--- config.mk ---
export PLATFORM = sky130hd
export DESIGN_NAME = ring_router_core_p
export DESIGN_NICKNAME = d
export VERILOG_FILES = /design/src/rtl/ring_router_core_p.sv
export SDC_FILE = /design/constraint.sdc
export NUM_CORES = 1
export LEC_CHECK = 0
export ABC_AREA = 0
export CORE_ASPECT_RATIO = 0.75
export CORE_UTILIZATION = 40
export DETAILED_ROUTE_END_ITERATION = 7
export GPL_ROUTABILITY_DRIVEN = 0
export HOLD_SLACK_MARGIN = 0.03
export RECOVER_POWER = 25
export SETUP_SLACK_MARGIN = 0.1
export SLEW_MARGIN = 0
export SYNTH_ARGS = -nofsm -noshare
export SYNTH_HDL_FRONTEND = slang
export SYNTH_SLANG_ARGS = --single-unit
--- constraint.sdc ---
create_clock -name Clk_R -period 2.6 [get_ports Clk_R]
set_input_delay 0.52 -clock Clk_R [delete_from_list [all_inputs] [get_ports Clk_R]]
set_output_delay 0.52 -clock Clk_R [all_outputs]
set_load 0.05 [all_outputs]
--- src/rtl/ring_router_core_p.sv ---
// ring_router_core_p: parametrised token-ring router core; define RING_TOKEN_TIMEOUT_EN for master token regeneration after TIMEOUT idle cycles
module ring_router_core_p #(
  parameter int ADDR_W = 4,
  parameter int PAYLOAD_W = 24,
  parameter int FIFO_DEPTH = 4,
  parameter int MAX_BURST = 2,
  parameter int TIMEOUT = 1024,
  localparam int FRAME_W = 2 + 2 * ADDR_W + PAYLOAD_W
) (
  input  logic                          Clk_R,
  input  logic                          Rst,
  input  logic [ADDR_W-1:0]             r_addr,
  input  logic                          Is_Master,
  input  logic [ADDR_W+PAYLOAD_W-1:0]   Packet_From_Node,
  input  logic                          Packet_From_Node_Valid,
  output logic                          Core_Load_Ack,
  output logic [ADDR_W+PAYLOAD_W-1:0]   Packet_To_Node,
  output logic                          Packet_To_Node_Valid,
  input  logic                          Packet_To_Node_Ready,
  input  logic [FRAME_W-1:0]            RX_Data,
  input  logic                          RX_Data_Valid,
  output logic                          RX_Data_Ready,
  output logic [FRAME_W-1:0]            TX_Data,
  output logic                          TX_Data_Valid,
  input  logic                          TX_Data_Ready,
  output logic                          Nack,
  output logic [7:0]                    Drop_Count
);
  localparam int PKT_W = ADDR_W + PAYLOAD_W;
  localparam int AW = $clog2(FIFO_DEPTH);
  localparam int BW = $clog2(MAX_BURST + 1);
  typedef enum logic [2:0] {INIT, IDLE, CLASSIFY, SEND_DATA, PASS_TOKEN, FORWARD, DELIVER, DROP} state_t;
  state_t state;
  logic [PKT_W-1:0] mem [FIFO_DEPTH];
  logic [AW-1:0] rd_ptr, wr_ptr;
  logic [AW:0] count;
  logic ack_q, wr_en, rd_en, full, empty, last_pop, timeout;
  logic [PKT_W-1:0] head_pkt, next_pkt;
  logic [FRAME_W-1:0] frame, head_frame, next_frame, token_frame;
  logic [1:0] f_type;
  logic [ADDR_W-1:0] f_dst, f_src;
  logic [PAYLOAD_W-1:0] f_pay;
  logic [BW-1:0] burst_cnt;

  assign full = count == (AW+1)'(FIFO_DEPTH);
  assign empty = count == '0;
  assign wr_en = Packet_From_Node_Valid && !full && !ack_q && !Rst;
  assign Core_Load_Ack = wr_en;
  assign rd_en = state == SEND_DATA && TX_Data_Valid && TX_Data_Ready;
  assign last_pop = count == (AW+1)'(1) && !wr_en;
  assign head_pkt = mem[rd_ptr];
  assign next_pkt = count == (AW+1)'(1) ? Packet_From_Node : mem[rd_ptr + 1'b1];
  assign head_frame = {2'b01, head_pkt[PKT_W-1 -: ADDR_W], r_addr, head_pkt[PAYLOAD_W-1:0]};
  assign next_frame = {2'b01, next_pkt[PKT_W-1 -: ADDR_W], r_addr, next_pkt[PAYLOAD_W-1:0]};
  assign token_frame = {2'b00, {ADDR_W{1'b0}}, r_addr, {PAYLOAD_W{1'b0}}};
  assign f_type = frame[FRAME_W-1 -: 2];
  assign f_dst = frame[FRAME_W-3 -: ADDR_W];
  assign f_src = frame[PAYLOAD_W +: ADDR_W];
  assign f_pay = frame[PAYLOAD_W-1:0];

  always_ff @(posedge Clk_R)
    if (wr_en) mem[wr_ptr] <= Packet_From_Node;

  always_ff @(posedge Clk_R) begin
    if (Rst) begin
      rd_ptr <= '0;
      wr_ptr <= '0;
      count <= '0;
      ack_q <= 1'b0;
    end else begin
      ack_q <= wr_en;
      if (wr_en) wr_ptr <= wr_ptr + 1'b1;
      if (rd_en) rd_ptr <= rd_ptr + 1'b1;
      count <= count + (AW+1)'(wr_en) - (AW+1)'(rd_en);
    end
  end

`ifdef RING_TOKEN_TIMEOUT_EN
  localparam int TW = $clog2(TIMEOUT + 1);
  logic [TW-1:0] to_cnt;
  assign timeout = state == IDLE && Is_Master && !RX_Data_Valid && to_cnt == TW'(TIMEOUT - 1);
  always_ff @(posedge Clk_R) begin
    if (Rst || (RX_Data_Valid && RX_Data_Ready) || timeout) to_cnt <= '0;
    else if (state == IDLE) to_cnt <= to_cnt + 1'b1;
  end
`else
  assign timeout = 1'b0;
`endif

  always_ff @(posedge Clk_R) begin
    if (Rst) begin
      state <= INIT;
      TX_Data <= '0;
      TX_Data_Valid <= 1'b0;
      RX_Data_Ready <= 1'b0;
      Packet_To_Node <= '0;
      Packet_To_Node_Valid <= 1'b0;
      Nack <= 1'b0;
      Drop_Count <= '0;
      frame <= '0;
      burst_cnt <= '0;
    end else begin
      Nack <= 1'b0;
      case (state)
        INIT: begin
          if (Is_Master) begin
            TX_Data <= {2'b00, r_addr, r_addr, {PAYLOAD_W{1'b0}}};
            state <= PASS_TOKEN;
          end else begin
            RX_Data_Ready <= 1'b1;
            state <= IDLE;
          end
        end
        IDLE: begin
          if (RX_Data_Valid) begin
            frame <= RX_Data;
            RX_Data_Ready <= 1'b0;
            state <= CLASSIFY;
          end else if (timeout) begin
            TX_Data <= token_frame;
            TX_Data_Valid <= 1'b1;
            RX_Data_Ready <= 1'b0;
            state <= PASS_TOKEN;
          end
        end
        CLASSIFY: begin
          if (f_type == 2'b00 && !empty) begin
            TX_Data <= head_frame;
            TX_Data_Valid <= 1'b1;
            burst_cnt <= '0;
            state <= SEND_DATA;
          end else if (f_type == 2'b00) begin
            TX_Data <= token_frame;
            TX_Data_Valid <= 1'b1;
            state <= PASS_TOKEN;
          end else if (f_type == 2'b01 && f_dst == r_addr) begin
            Packet_To_Node <= {f_src, f_pay};
            Packet_To_Node_Valid <= 1'b1;
            state <= DELIVER;
          end else if (f_type == 2'b01 && f_src != r_addr) begin
            TX_Data <= frame;
            TX_Data_Valid <= 1'b1;
            state <= FORWARD;
          end else begin
            Nack <= 1'b1;
            Drop_Count <= Drop_Count + {7'b0, Drop_Count != 8'hFF};
            state <= DROP;
          end
        end
        SEND_DATA: begin
          if (TX_Data_Ready) begin
            burst_cnt <= burst_cnt + 1'b1;
            if (burst_cnt == BW'(MAX_BURST - 1) || last_pop) begin
              TX_Data <= token_frame;
              state <= PASS_TOKEN;
            end else TX_Data <= next_frame;
          end
        end
        PASS_TOKEN: begin
          if (TX_Data_Valid && TX_Data_Ready) begin
            TX_Data_Valid <= 1'b0;
            RX_Data_Ready <= 1'b1;
            state <= IDLE;
          end else TX_Data_Valid <= 1'b1;
        end
        FORWARD: begin
          if (TX_Data_Ready) begin
            TX_Data_Valid <= 1'b0;
            RX_Data_Ready <= 1'b1;
            state <= IDLE;
          end
        end
        DELIVER: begin
          if (Packet_To_Node_Ready) begin
            Packet_To_Node_Valid <= 1'b0;
            RX_Data_Ready <= 1'b1;
            state <= IDLE;
          end
        end
        DROP: begin
          RX_Data_Ready <= 1'b1;
          state <= IDLE;
        end
        default: state <= INIT;
      endcase
    end
  end
endmodule

==> qor.log, run 1 <==
[run_status] result of the run completed
[setup_path] Critical Path End Type primary output
[yosys] mean cell area of the mapped netlist 12.08 um2
[sta] number of pins with negative max-slew slack in the final report 0
[cts] clock-pin transition on the worst setup and hold timing paths 0.06 ns
[sta] setup repair after global routing missed its margin false
[detailed_routing] number of iterations in the first detailed-routing pass 5
[cts] Clock Root Buffer sky130_fd_sc_hd__clkbuf_16
[sta] slew at the pin closest to its max-slew limit 0.6725 ns
[yosys] Yosys cell types 63
[die] number of cell rows 51
[cts] Post-CTS Repair Setup Buffers 0
[yosys] Main synth FF type sky130_fd_sc_hd__dfxtp_1
[layout] non-filler cells in the finished layout 1391
[sta] final worst slack 0.2956 ns
[detailed_routing] average routed wire per standard cell 20.17 um
[detailed_routing] Initial DRC Count 678
[detailed_routing] ANT nets after route 0
[cts] insertion delay of the later-clocked pin in the worst-skew pair 0.52 ns
[yosys] number of instances in the synthesized netlist 871
[die] # IOs 148
[yosys] fraction of synthesized cell area in xor and xnor cells 0.009989
[place] Cells after DPL 1347
[yosys] number of synthesized flops with an enable pin 112
[place] PortBufs 147
[sta] Final setup viols 0
[power] share of power burned in registers 0.419
[layout] fraction of final layout cells with drive strength greater than 1 0.1710
[setup_path] Slowest Stage Delay on Critical Path 0.84 ns
[place] DP HPWL 19390 um
[global_routing] number of global-route vias before repair 7383
[setup_path] sequence of cells on the critical path clkdlybuf4s50_1
[detailed_routing] post-detailed-routing wire length 28060 um
[setup_path] critical path's slowest cell sky130_fd_sc_hd__clkdlybuf4s50_1
[power] power density relative to cell area 768.8 mW/mm2
[cts] maximum root-to-sink buffer count 3
[detailed_routing] number of remaining DRC errors 0
[sta] maximum frequency from static timing analysis 433.9 MHz
[global_routing] GRT Overall Usage 0.2071
[yosys] simple-gate portion of the synthesized area 0.1052
[sta] post-layout minimum cycle time 2.304 ns
[yosys] share of the synthesized area in compound gates (AO/OA/AOI/OAI) 0.1358
[yosys] yosys synthesis warning count 0
[job] max-capacitance violation count 0
[power] Switch Pwr 3.108 mW
[setup_path] classification of the worst setup path reg2out
[yosys] main combinational cell family by area after synthesis multiplexers
[sta] worst slew margin relative to its limit 0.5497
[setup_path] cell type group with the largest total delay on the critical path buffers and inverters
[place] dpl ws 0.006463 ns
[power] proportion of total power due to net switching 0.3003
[min_path] class of the worst hold path reg2reg
[global_routing] first-pass GRT wire length 43040 um
[sta] fraction of the cycle the final worst path needs 0.8863
[global_routing] overflow left after global routing 0
[yosys] synthesized cell area 0.01052 mm2
[cts] sinks on the clock net 235
[power] peak supply drop 496.4 uV
[yosys] synthesized net count 954
[power] combinational power share 0.236
[power] Clock power frac 0.344
[sta] final setup skew 0.01248 ns
[die] Initial Util 0.4061
[cts] total clock buffers created by CTS 24
[sta] Hold Vio Cnt, Final 0
[die] die area 0.02696 mm2
[yosys] synthesized-area fraction occupied by adder cells 0.01261
[global_routing] maximum number of pins on one net before global-route repair 63
[die] Die W 189.3 um
[die] floorplan die height 142.5 um
[cts] # H-tree levels 1
[power] internal portion of total power 7.241 mW
[detailed_routing] post-DR vias/cell 5.531
[yosys] share of the yosys chip area belonging to registers 0.5537
[layout] final-stage net count 1112
[setup_path] critical path peak fanout 6
[yosys] post-synthesis mux area share 0.1500
[setup_path] count of buffering cells on the critical path with inverters included 1
[yosys] flop and latch count out of synthesis 235
[die] area of the core 0.02591 mm2
[setup_path] Critical Path Start Type flip-flop
[cts] hold bufs inserted after CTS 0
[setup_path] signal arrival time at the worst endpoint 1.78 ns
[cts] CTS tree done
[power] leakage power of the design 4.512 nW
[layout] Area growth, synth to finish 27.95%
[global_routing] antenna violations before repair 0
[detailed_routing] via count 7693
[yosys] async set or reset register ratio after synthesis 0
[setup_path] required time at the worst-slack endpoint 2.08 ns
[sta] setup total negative slack 0 ns
[cts] Resized cells post-CTS 0
[layout] diodes inserted 0
[power by group through the flow]
stage	Combinational, mW	Sequential, mW	Clock, mW
6_report	2.45	4.34	3.56
5_1_grt	2.63	4.37	3.78
4_1_cts	2.46	4.34	3.65
3_5_place_dp	2.45	4.42	0
3_3_place_gp	2.43	4.41	0
2_1_floorplan	1.25	4.69	0
[per-layer routing]
| layer | wire length (um) | up-vias | GRT usage |
|---|---|---|---|
| met2 | 12030 | 260 | 0.3080 |
| met3 | 1846 | 33 | 0.03501 |
| met4 | 514 | 0 | 0.04287 |
| li1 | - | 3608 | - |
| met1 | 13670 | 3792 | 0.3152 |
| met5 | 0 | - | 0 |
[cell type report]
cell class | count | area [um2]
Inverter | 10 | 37.54
Clock inverter | 10 | 147.6
Sequential cell | 235 | 5828
Multi-Input combinational cell | 561 | 4379
Clock buffer | 34 | 659.4
Tap cell | 344 | 430.4
Timing Repair Buffer | 197 | 1979
Fill cell | 2307 | 12450
[placed cells by master (no fill, tap or decap), types with 6 or more instances in the layout]
cell type and instances:
sky130_fd_sc_hd__a21oi_1 86, sky130_fd_sc_hd__a22o_1 24, sky130_fd_sc_hd__a22oi_1 22, sky130_fd_sc_hd__a311oi_2 8, sky130_fd_sc_hd__buf_12 11, sky130_fd_sc_hd__buf_4 41
sky130_fd_sc_hd__clkbuf_1 9, sky130_fd_sc_hd__clkbuf_16 25, sky130_fd_sc_hd__clkdlybuf4s50_1 117, sky130_fd_sc_hd__dfxtp_1 121, sky130_fd_sc_hd__dlygate4sd3_1 28, sky130_fd_sc_hd__edfxtp_1 112
sky130_fd_sc_hd__ha_1 9, sky130_fd_sc_hd__inv_1 9, sky130_fd_sc_hd__mux2i_1 26, sky130_fd_sc_hd__mux4_2 56, sky130_fd_sc_hd__nand2_1 147, sky130_fd_sc_hd__nand3_1 12
sky130_fd_sc_hd__nand4_1 6, sky130_fd_sc_hd__nor2_1 30, sky130_fd_sc_hd__nor2b_1 12, sky130_fd_sc_hd__nor3_1 7, sky130_fd_sc_hd__o21ai_0 10, sky130_fd_sc_hd__o22ai_1 21
sky130_fd_sc_hd__xnor2_1 10
[through the flow]
| step | utilization | power [mW] | hold slack [ns] | cell area [um2] |
|---|---|---|---|---|
| floorplan | - | 5.944 | 0.4455 | 10540 |
| global placement | 0.4885 | 6.848 | 0.4438 | 12650 |
| detailed placement | 0.4885 | 6.865 | 0.4480 | 12650 |
| CTS | 0.5196 | 10.45 | 0.4481 | 13460 |
| global route | 0.5196 | 10.78 | 0.4675 | 13460 |
| finish | 0.5196 | 10.35 | 0.4534 | 13460 |
[final timing paths]
check,startpoint,endpoint,slack (ns),cells past startpoint
setup reg to reg,frame[33]$_SDFFE_PP0P_,TX_Data[28]$_SDFFE_PP0P_,0.41,6
hold / removal,Packet_To_Node[5]$_SDFFE_PP0P_,Packet_To_Node[5]$_SDFFE_PP0P_,0.45,2
setup / recovery,Drop_Count[3]$_SDFFE_PP0P_,Drop_Count[3],0.30,1
hold reg to reg,Packet_To_Node[5]$_SDFFE_PP0P_,Packet_To_Node[5]$_SDFFE_PP0P_,0.45,2
[Yosys cell counts, drive strengths merged, types with 5 or more instances]
library cell	n	area, um2
a21oi	88	447.9
a221oi	5	43.79
a22o	24	210.2
a22oi	22	165.2
a311oi	10	137.6
and2	7	43.79
buf	37	201.4
clkbuf	28	105.1
dfxtp	123	2462
edfxtp	112	3363
ha	9	112.6
inv	10	37.53
mux2	5	56.30
mux2i	26	260.3
mux4	56	1261
nand2	147	551.8
nand3	12	60.06
nand4	6	37.54
nor2	31	118.9
nor2b	12	75.07
nor3	9	50.05
o21ai	13	68.82
o22ai	21	131.4
o31ai	5	37.54
xnor2	10	87.58
[flip-flops by register name, indices dropped and copies added (netlist names), 2 cells and up, named ones only]
signal,cells
Drop_Count,8
Packet_To_Node,28
TX_Data,34
burst_cnt,2
count,3
frame,34
mem,112
rd_ptr,2
state,3
wr_ptr,2
[cells by family (layout without fill, tap and decap cells)]
family / count (synthesis) / after routing
AND/OR/NAND/NOR: 244 / 244
flip-flops: 235 / 235
AO/OA/AOI/OAI: 208 / 208
XOR/XNOR: 12 / 12
buffers and inverters: 75 / 251
adder cells (fa/ha/maj): 10 / 10
multiplexers: 87 / 87
No activity file was read; power rests on OpenSTA's default activity.
==> run 2, diff against run 1 <==
--- a/config.mk
+++ b/config.mk
@@ -7,6 +7,7 @@
 export LEC_CHECK = 0
 export ABC_AREA = 0
 export CORE_ASPECT_RATIO = 0.75
+export CORE_MARGIN = 4
 export CORE_UTILIZATION = 40
 export DETAILED_ROUTE_END_ITERATION = 7
 export GPL_ROUTABILITY_DRIVEN = 0
==> run 2 against run 1 <==
  * Non-clock buffer count shrank 2
  * Highest routed layer is now met5
  * Total power shrank 1.7%
  * Critical endpoint is now Drop_Count[2]
  * Largest cell class unchanged
  * Sequential power is essentially flat
  * Sequential share of layout area grew 0.21 points
  * Design area shrank 0.48%
  * Clock power shrank 5%
==> qor.log, run 2 (synthesized netlist as in run 1, its figures left out) <==
[run_status] result of the run completed [unchanged]
[detailed_routing] number of iterations in the first detailed-routing pass 5 [unchanged]
[layout] fraction of final layout cells with drive strength greater than 1 0.1713 [was 0.1710]
[place] DP HPWL 19850 um [was 19390 um]
[cts] Resized cells post-CTS 0 [unchanged]
[layout] final-stage net count 1111 [was 1112]
[detailed_routing] Initial DRC Count 671 [was 678]
[setup_path] depth of the worst register-to-register path 6 [unchanged]
[setup_path] signal arrival time at the worst endpoint 1.77 ns [was 1.78 ns]
[detailed_routing] via count 7722 [was 7693]
[die] area of the core 0.02591 mm2 [unchanged]
[power] leakage power of the design 4.468 nW [was 4.512 nW]
[setup_path] slack of the worst reg-to-reg path 0.33 ns [was 0.41 ns]
[die] floorplan die height 148.5 um [was 142.5 um]
[global_routing] overflow left after global routing 0 [unchanged]
[sta] post-layout minimum cycle time 2.291 ns [was 2.304 ns]
[cts] # H-tree levels 1 [unchanged]
[layout] largest register by flop count mem [unchanged]
[power] Pwr Total 10.17 mW [was 10.35 mW]
[global_routing] antenna violations before repair 3 [was 0]
[die] # IOs 148 [unchanged]
[power] power density relative to cell area 759.3 mW/mm2 [was 768.8 mW/mm2]
[cts] maximum root-to-sink buffer count 3 [unchanged]
[cts] CTS tree done [unchanged]
[cts] total clock buffers created by CTS 25 [was 24]
[min_path] class of the worst hold path reg2reg [unchanged]
[sta] number of pins with negative max-slew slack in the final report 0 [unchanged]
[setup_path] reg2reg end TX_Data[22]$_SDFFE_PP0P_ [was TX_Data[28]$_SDFFE_PP0P_]
[setup_path] Critical Path End Type primary output [unchanged]
[layout] Area growth, synth to finish 27.33% [was 27.95%]
[global_routing] number of global-route vias before repair 7416 [was 7383]
[place] post-detailed-placement cell area 0.01263 mm2 [was 0.01265 mm2]
[setup_path] classification of the worst setup path reg2out [unchanged]
[setup_path] Reg2Reg Launch Point frame[32]$_SDFFE_PP0P_ [was frame[33]$_SDFFE_PP0P_]
[layout] final design area excluding fillers 0.01340 mm2 [was 0.01346 mm2]
[sta] final worst slack 0.3095 ns [was 0.2956 ns]
[layout] number of flip-flops in the largest register 112 [unchanged]
[place] PortBufs 147 [unchanged]
[sta] Hold Vio Cnt, Final 0 [unchanged]
[setup_path] critical path peak fanout 6 [unchanged]
[global_routing] first-pass GRT wire length 44300 um [was 43040 um]
[setup_path] count of buffering cells on the critical path with inverters included 1 [unchanged]
[die] number of cell rows 51 [unchanged]
[sta] setup total negative slack 0 ns [unchanged]
[global_routing] GRT Overall Usage 0.1933 [was 0.2071]
[die] Die W 195.3 um [was 189.3 um]
[sta] Final setup viols 0 [unchanged]
[detailed_routing] post-DR vias/cell 5.551 [was 5.531]
[place] dpl ws 0.02454 ns [was 0.006463 ns]
[layout] most common library cell in the layout ignoring fill and taps sky130_fd_sc_hd__nand2_1 [unchanged]
[cts] sinks on the clock net 235 [unchanged]
[detailed_routing] post-detailed-routing wire length 29290 um [was 28060 um]
[detailed_routing] number of remaining DRC errors 0 [unchanged]
[sta] worst hold margin 0.4561 ns [was 0.4534 ns]
[job] max-capacitance violation count 0 [unchanged]
[cts] clock-pin transition on the worst setup and hold timing paths 0.06 ns [about the same]
[setup_path] sequence of cells on the critical path clkdlybuf4s50_1 [unchanged]
[setup_path] required time at the worst-slack endpoint 2.08 ns [about the same]
[detailed_routing] ANT nets after route 0 [unchanged]
[detailed_routing] average routed wire per standard cell 21.05 um [was 20.17 um]
[layout] Finished Core Util 0.5171 [was 0.5196]
[layout] non-filler cells in the finished layout 1391 [unchanged]
[cts] Clock Root Buffer sky130_fd_sc_hd__clkbuf_16 [unchanged]
[setup_path] critical path's slowest cell sky130_fd_sc_hd__clkdlybuf4s50_1 [unchanged]
[sta] setup repair after global routing missed its margin false [unchanged]
[place] Cells after DPL 1345 [was 1347]
[setup_path] Crit path depth 1 [unchanged]
[sta] slew at the pin closest to its max-slew limit 0.9993 ns [was 0.6725 ns]
[cts] insertion delay of the later-clocked pin in the worst-skew pair 0.51 ns [was 0.52 ns]
[sta] fraction of the cycle the final worst path needs 0.8810 [was 0.8863]
[power] peak supply drop 406.5 uV [was 496.4 uV]
[sta] worst slew margin relative to its limit 0.3331 [was 0.5497]
[layout] registers with the most flip-flops mem: 112 flops, TX_Data: 34 flops, frame: 34 flops [unchanged]
[cts] hold bufs inserted after CTS 0 [unchanged]
[setup_path] Critical Path Start Type flip-flop [unchanged]
[global_routing] maximum number of pins on one net before global-route repair 111 [was 63]
[setup_path] capture point of the worst path Drop_Count[2] [was Drop_Count[3]]
[sta] maximum frequency from static timing analysis 436.6 MHz [was 433.9 MHz]
[die] die area 0.02899 mm2 [was 0.02696 mm2]
[setup_path] Slowest Stage Delay on Critical Path 0.84 ns [about the same]
[cts] Post-CTS Repair Setup Buffers 0 [unchanged]
[die] Initial Util 0.4061 [unchanged]
[layout] commonest cells after routing, fill and taps aside sky130_fd_sc_hd__nand2_1, sky130_fd_sc_hd__dfxtp_1, sky130_fd_sc_hd__clkdlybuf4s50_1 [unchanged]
[sta] final setup skew 0.01197 ns [was 0.01248 ns]
[setup_path] start point of the critical path Drop_Count[2]$_SDFFE_PP0P_ [was Drop_Count[3]$_SDFFE_PP0P_]
[setup_path] cell type group with the largest total delay on the critical path buffers and inverters [unchanged]
-- run 2: changes by cell type in the layout (fill, tap and decap cells not counted) --
cell                              delta
sky130_fd_sc_hd__clkbuf_1            -6
sky130_fd_sc_hd__clkinv_2            +2
sky130_fd_sc_hd__clkdlybuf4s50_1     +1
sky130_fd_sc_hd__buf_4               -1
sky130_fd_sc_hd__diode_2             +2
sky130_fd_sc_hd__bufinv_16           -2
sky130_fd_sc_hd__dlygate4sd3_1       -1
sky130_fd_sc_hd__clkinv_1            +4
sky130_fd_sc_hd__clkinvlp_4          +2
sky130_fd_sc_hd__buf_12              -1
-- run 2: report_power, final --
| part | switching [mW] | internal, mW |
|---|---|---|
| Sequential | 0.207 | 4.14 |
| Clock | 1.44 | 1.95 |
| Combinational | 1.51 | 0.928 |
-- run 2: how the worst min path moves through the flow --
| stage | startpoint | to | cells past startpoint |
|---|---|---|---|
| 6_report | Packet_To_Node[25]$_SDFFE_PP0P_ | Packet_To_Node[25]$_SDFFE_PP0P_ | 2 |
| 4_1_cts | Packet_To_Node[25]$_SDFFE_PP0P_ | Packet_To_Node[25]$_SDFFE_PP0P_ | 2 |
| 3_3_place_gp | Packet_To_Node[19]$_SDFFE_PP0P_ | Packet_To_Node[19]$_SDFFE_PP0P_ | 2 |
| 2_1_floorplan | frame[15]$_SDFFE_PP0P_ | Packet_To_Node[15]$_SDFFE_PP0P_ | 2 |
| 5_1_grt | Packet_To_Node[25]$_SDFFE_PP0P_ | Packet_To_Node[25]$_SDFFE_PP0P_ | 2 |
| 3_5_place_dp | Packet_To_Node[25]$_SDFFE_PP0P_ | Packet_To_Node[25]$_SDFFE_PP0P_ | 2 |
-- run 2: final cells by class --
cell class | count | area (um2)
fillers | 2300 | 12510
flip-flops and latches | 235 | 5828
multi-input cells | 561 | 4379
repair buffers | 195 | 1952
clock buffers | 28 | 636.9
well taps | 344 | 430.4
clock inverters | 16 | 127.6
inverters | 10 | 37.54
diodes | 2 | 5.005
-- run 2: per-layer routing --
metal / track usage / vias up / part of all wire
met5: 0 / - / 0.00075
met1: 0.2963 / 3812 / 0.48
met2: 0.2937 / 258 / 0.44
met3: 0.03442 / 36 / 0.060
li1: - / 3612 / -
met4: 0.03315 / 4 / 0.017
==> run 3, diff against run 2 <==
==> constraint.sdc (replaced) <==
create_clock -name Clk_R -period 2.2 [get_ports Clk_R]
set_input_delay 0.44 -clock Clk_R [delete_from_list [all_inputs] [get_ports Clk_R]]
set_output_delay 0.44 -clock Clk_R [all_outputs]
set_load 0.05 [all_outputs]
==> run 3 against run 2 <==
  * Total power up 20%
  * Largest cell class unchanged
  * Register-to-register slack worse by 0.12 ns
  * Routed wire length down 0.71%
  * Flip-flop and latch count unchanged
  * Die area unchanged
  * Clock power up 22%
==> qor.log, run 3 (synthesized netlist as in run 1, its figures left out) <==
[run_status] result of the run completed [unchanged]
[power] Pwr Total 12.18 mW [was 10.17 mW]
[sta] worst slew margin relative to its limit 0.4901 [was 0.3331]
[setup_path] required time at the worst-slack endpoint 1.76 ns [was 2.08 ns]
[power] share of power burned in registers 0.420 [was 0.428]
[die] Initial Util 0.4061 [unchanged]
[power] combinational power share 0.240 [about the same]
[die] number of cell rows 51 [unchanged]
[setup_path] Crit path depth 1 [unchanged]
[detailed_routing] post-detailed-routing wire length 29080 um [was 29290 um]
[setup_path] count of buffering cells on the critical path with inverters included 1 [unchanged]
[detailed_routing] average routed wire per standard cell 20.52 um [was 21.05 um]
[sta] final worst slack 0.1510 ns [was 0.3095 ns]
[setup_path] cell type group with the largest total delay on the critical path buffers and inverters [unchanged]
[place] Cells after DPL 1370 [was 1345]
[layout] number of flip-flops in the largest register 112 [unchanged]
[detailed_routing] number of iterations in the first detailed-routing pass 6 [was 5]
[die] area of the core 0.02591 mm2 [unchanged]
[setup_path] classification of the worst setup path reg2out [unchanged]
[sta] maximum frequency from static timing analysis 488.0 MHz
[layout] most common library cell in the layout ignoring fill and taps sky130_fd_sc_hd__nand2_1 [unchanged]
[global_routing] met2 global-route usage 0.2868 [was 0.2937]
[setup_path] Critical Path Start Type flip-flop [unchanged]
[power] leakage power of the design 4.997 nW [was 4.468 nW]
[global_routing] met3 track demand over resource 0.04235 [was 0.03442]
[power] internal portion of total power 8.397 mW [was 7.018 mW]
[layout] non-filler cells in the finished layout 1417 [was 1391]
[cts] insertion delay of the later-clocked pin in the worst-skew pair 0.53 ns [was 0.51 ns]
[setup_path] Slowest Stage Delay on Critical Path 0.79 ns [was 0.84 ns]
[job] max-capacitance violation count 0 [unchanged]
[detailed_routing] ANT nets after route 0 [unchanged]
[sta] Final setup viols 0 [unchanged]
[global_routing] overflow left after global routing 0 [unchanged]
[die] die area 0.02899 mm2 [unchanged]
[detailed_routing] via count 7787 [was 7722]
[global_routing] met1 demand-to-capacity share in global routing 0.2968 [was 0.2963]
[cts] sinks on the clock net 235 [unchanged]
[sta] setup total negative slack 0 ns [unchanged]
[setup_path] critical path's slowest cell sky130_fd_sc_hd__clkdlybuf4s50_1 [unchanged]
[layout] diodes inserted 0 [was 2]
[min_path] count of cells along the worst hold path 4 [was 2]
[cts] Clock Root Buffer sky130_fd_sc_hd__clkbuf_16 [unchanged]
[layout] Area growth, synth to finish 29.29% [was 27.33%]
[global_routing] number of global-route vias before repair 7623 [was 7416]
[sta] slew at the pin closest to its max-slew limit 0.7648 ns [was 0.9993 ns]
[cts] CTS tree done [unchanged]
[power] Clock power frac 0.340 [was 0.333]
[setup_path] critical path peak fanout 1 [was 6]
[sta] Hold Vio Cnt, Final 0 [unchanged]
[setup_path] Critical Path End Type primary output [unchanged]
[detailed_routing] Initial DRC Count 527 [was 671]
[setup_path] depth of the worst register-to-register path 10 [was 6]
[layout] commonest cells after routing, fill and taps aside sky130_fd_sc_hd__nand2_1, sky130_fd_sc_hd__dfxtp_1, sky130_fd_sc_hd__edfxtp_1 [was sky130_fd_sc_hd__nand2_1, sky130_fd_sc_hd__dfxtp_1, sky130_fd_sc_hd__clkdlybuf4s50_1]
[sta] fraction of the cycle the final worst path needs 0.9314
[power] Switch Pwr 3.783 mW [was 3.153 mW]
[die] floorplan die height 148.5 um [unchanged]
[global_routing] antenna violations before repair 1 [was 3]
[place] DP HPWL 20450 um [was 19850 um]
[setup_path] signal arrival time at the worst endpoint 1.61 ns [was 1.77 ns]
[die] # IOs 148 [unchanged]
[layout] registers with the most flip-flops mem: 112 flops, TX_Data: 34 flops, frame: 34 flops [unchanged]
[place] PortBufs 147 [unchanged]
[place] dpl ws -0.3214 ns [was 0.02454 ns]
[sta] final setup skew 0.01199 ns [was 0.01197 ns]
[cts] total clock buffers created by CTS 25 [unchanged]
[detailed_routing] number of remaining DRC errors 0 [unchanged]
[power] proportion of total power due to net switching 0.3106 [was 0.3100]
[cts] clock-pin transition on the worst setup and hold timing paths 0.06 ns [about the same]
[global_routing] maximum number of pins on one net before global-route repair 68 [was 111]
[cts] hold bufs inserted after CTS 0 [unchanged]
[layout] final-stage net count 1138 [was 1111]
[power] power density relative to cell area 895.4 mW/mm2 [was 759.3 mW/mm2]
[setup_path] sequence of cells on the critical path clkdlybuf4s50_1 [unchanged]
[global_routing] peak-usage layer in the global routing report met1 [unchanged]
[die] Die W 195.3 um [unchanged]
[global_routing] first-pass GRT wire length 44920 um [was 44300 um]
[power] peak supply drop 535.7 uV [was 406.5 uV]
[global_routing] GRT Overall Usage 0.1949 [was 0.1933]
[detailed_routing] post-DR vias/cell 5.495 [was 5.551]
[sta] post-layout minimum cycle time 2.049 ns
[min_path] class of the worst hold path in2reg [was reg2reg]
[sta] number of pins with negative max-slew slack in the final report 0 [unchanged]
[layout] fill count 2285 [was 2300]
[sta] setup repair after global routing missed its margin false [unchanged]
[layout] largest register by flop count mem [unchanged]
[layout] fraction of final layout cells with drive strength greater than 1 0.2022 [was 0.1713]
[cts] maximum root-to-sink buffer count 3 [unchanged]
[cts] # H-tree levels 1 [unchanged]
-- run 3: changes by cell type in the layout (fill, tap and decap cells not counted), moves of 2 or more --
| cell | delta |
|---|---|
| sky130_fd_sc_hd__inv_6 | +2 |
| sky130_fd_sc_hd__clkinv_1 | -5 |
| sky130_fd_sc_hd__dlygate4sd2_1 | +73 |
| sky130_fd_sc_hd__buf_4 | +23 |
| sky130_fd_sc_hd__clkdlybuf4s50_1 | -73 |
| sky130_fd_sc_hd__clkinv_2 | +2 |
| sky130_fd_sc_hd__diode_2 | -2 |
| sky130_fd_sc_hd__clkinvlp_4 | -2 |
| sky130_fd_sc_hd__clkbuf_16 | +2 |
| sky130_fd_sc_hd__buf_6 | +2 |
| sky130_fd_sc_hd__buf_12 | +2 |
-- run 3: layout make-up --
class / instances / area (um2) / area share
Multi-Input combinational cell: 561 / 4400 / 0.3235
Tap cell: 344 / 430.4 / 0.03164
Timing Repair Buffer: 222 / 2096 / 0.1541
Inverter: 10 / 37.54 / 0.002759
Clock inverter: 14 / 106.4 / 0.007818
Clock buffer: 31 / 700.7 / 0.05151
Sequential cell: 235 / 5832 / 0.4287
-- run 3: path summary, 6_finish.rpt --
check,slack (ns),startpoint,to
worst max-delay path,0.15,Nack$_SDFF_PP0_,Nack
worst min-delay path,0.39,Rst,ack_q$_SDFF_PP0_
worst max register to register,0.21,state[1]$_SDFFE_PP0P_,count[2]$_SDFF_PP0_
worst min register to register,0.45,Packet_To_Node[14]$_SDFFE_PP0P_,Packet_To_Node[14]$_SDFFE_PP0P_
-- run 3: what timing repair did --
| item | CTS | global route |
|---|---|---|
| setup endpoints to repair | 73 | 10 |
| endpoints found under the hold margin | 0 | 0 |
| gates resized for setup | 73 | 7 |
| buffers inserted | 0 | 2 |
-- run 3: power groups by stage --
| stage | clock network (mW) | registers (mW) | logic, mW |
|---|---|---|---|
| after floorplan | 0 | 5.55 | 1.48 |
| after global placement | 0 | 5.21 | 2.96 |
| after detailed placement | 0 | 5.20 | 2.99 |
| after CTS | 4.25 | 5.11 | 2.92 |
| after global routing | 4.43 | 5.15 | 3.15 |
| final | 4.14 | 5.12 | 2.93 |
-- run 3: metal layers --
metal,wire length [um],vias to the layer above
li1,-,3667
met4,689,2
met1,13910,3789
met2,12440,281
met3,2023,48
met5,13,-
-- run 3: per-stage QoR --
step	cell area (um2)	util	hold WS [ns]
global placement	12850	0.4960	0.4441
CTS	13570	0.5237	0.3814
detailed placement	12850	0.4960	0.4470
global route	13600	0.5251	0.3989
finish	13600	0.5251	0.3900
floorplan	10550	-	0.4455
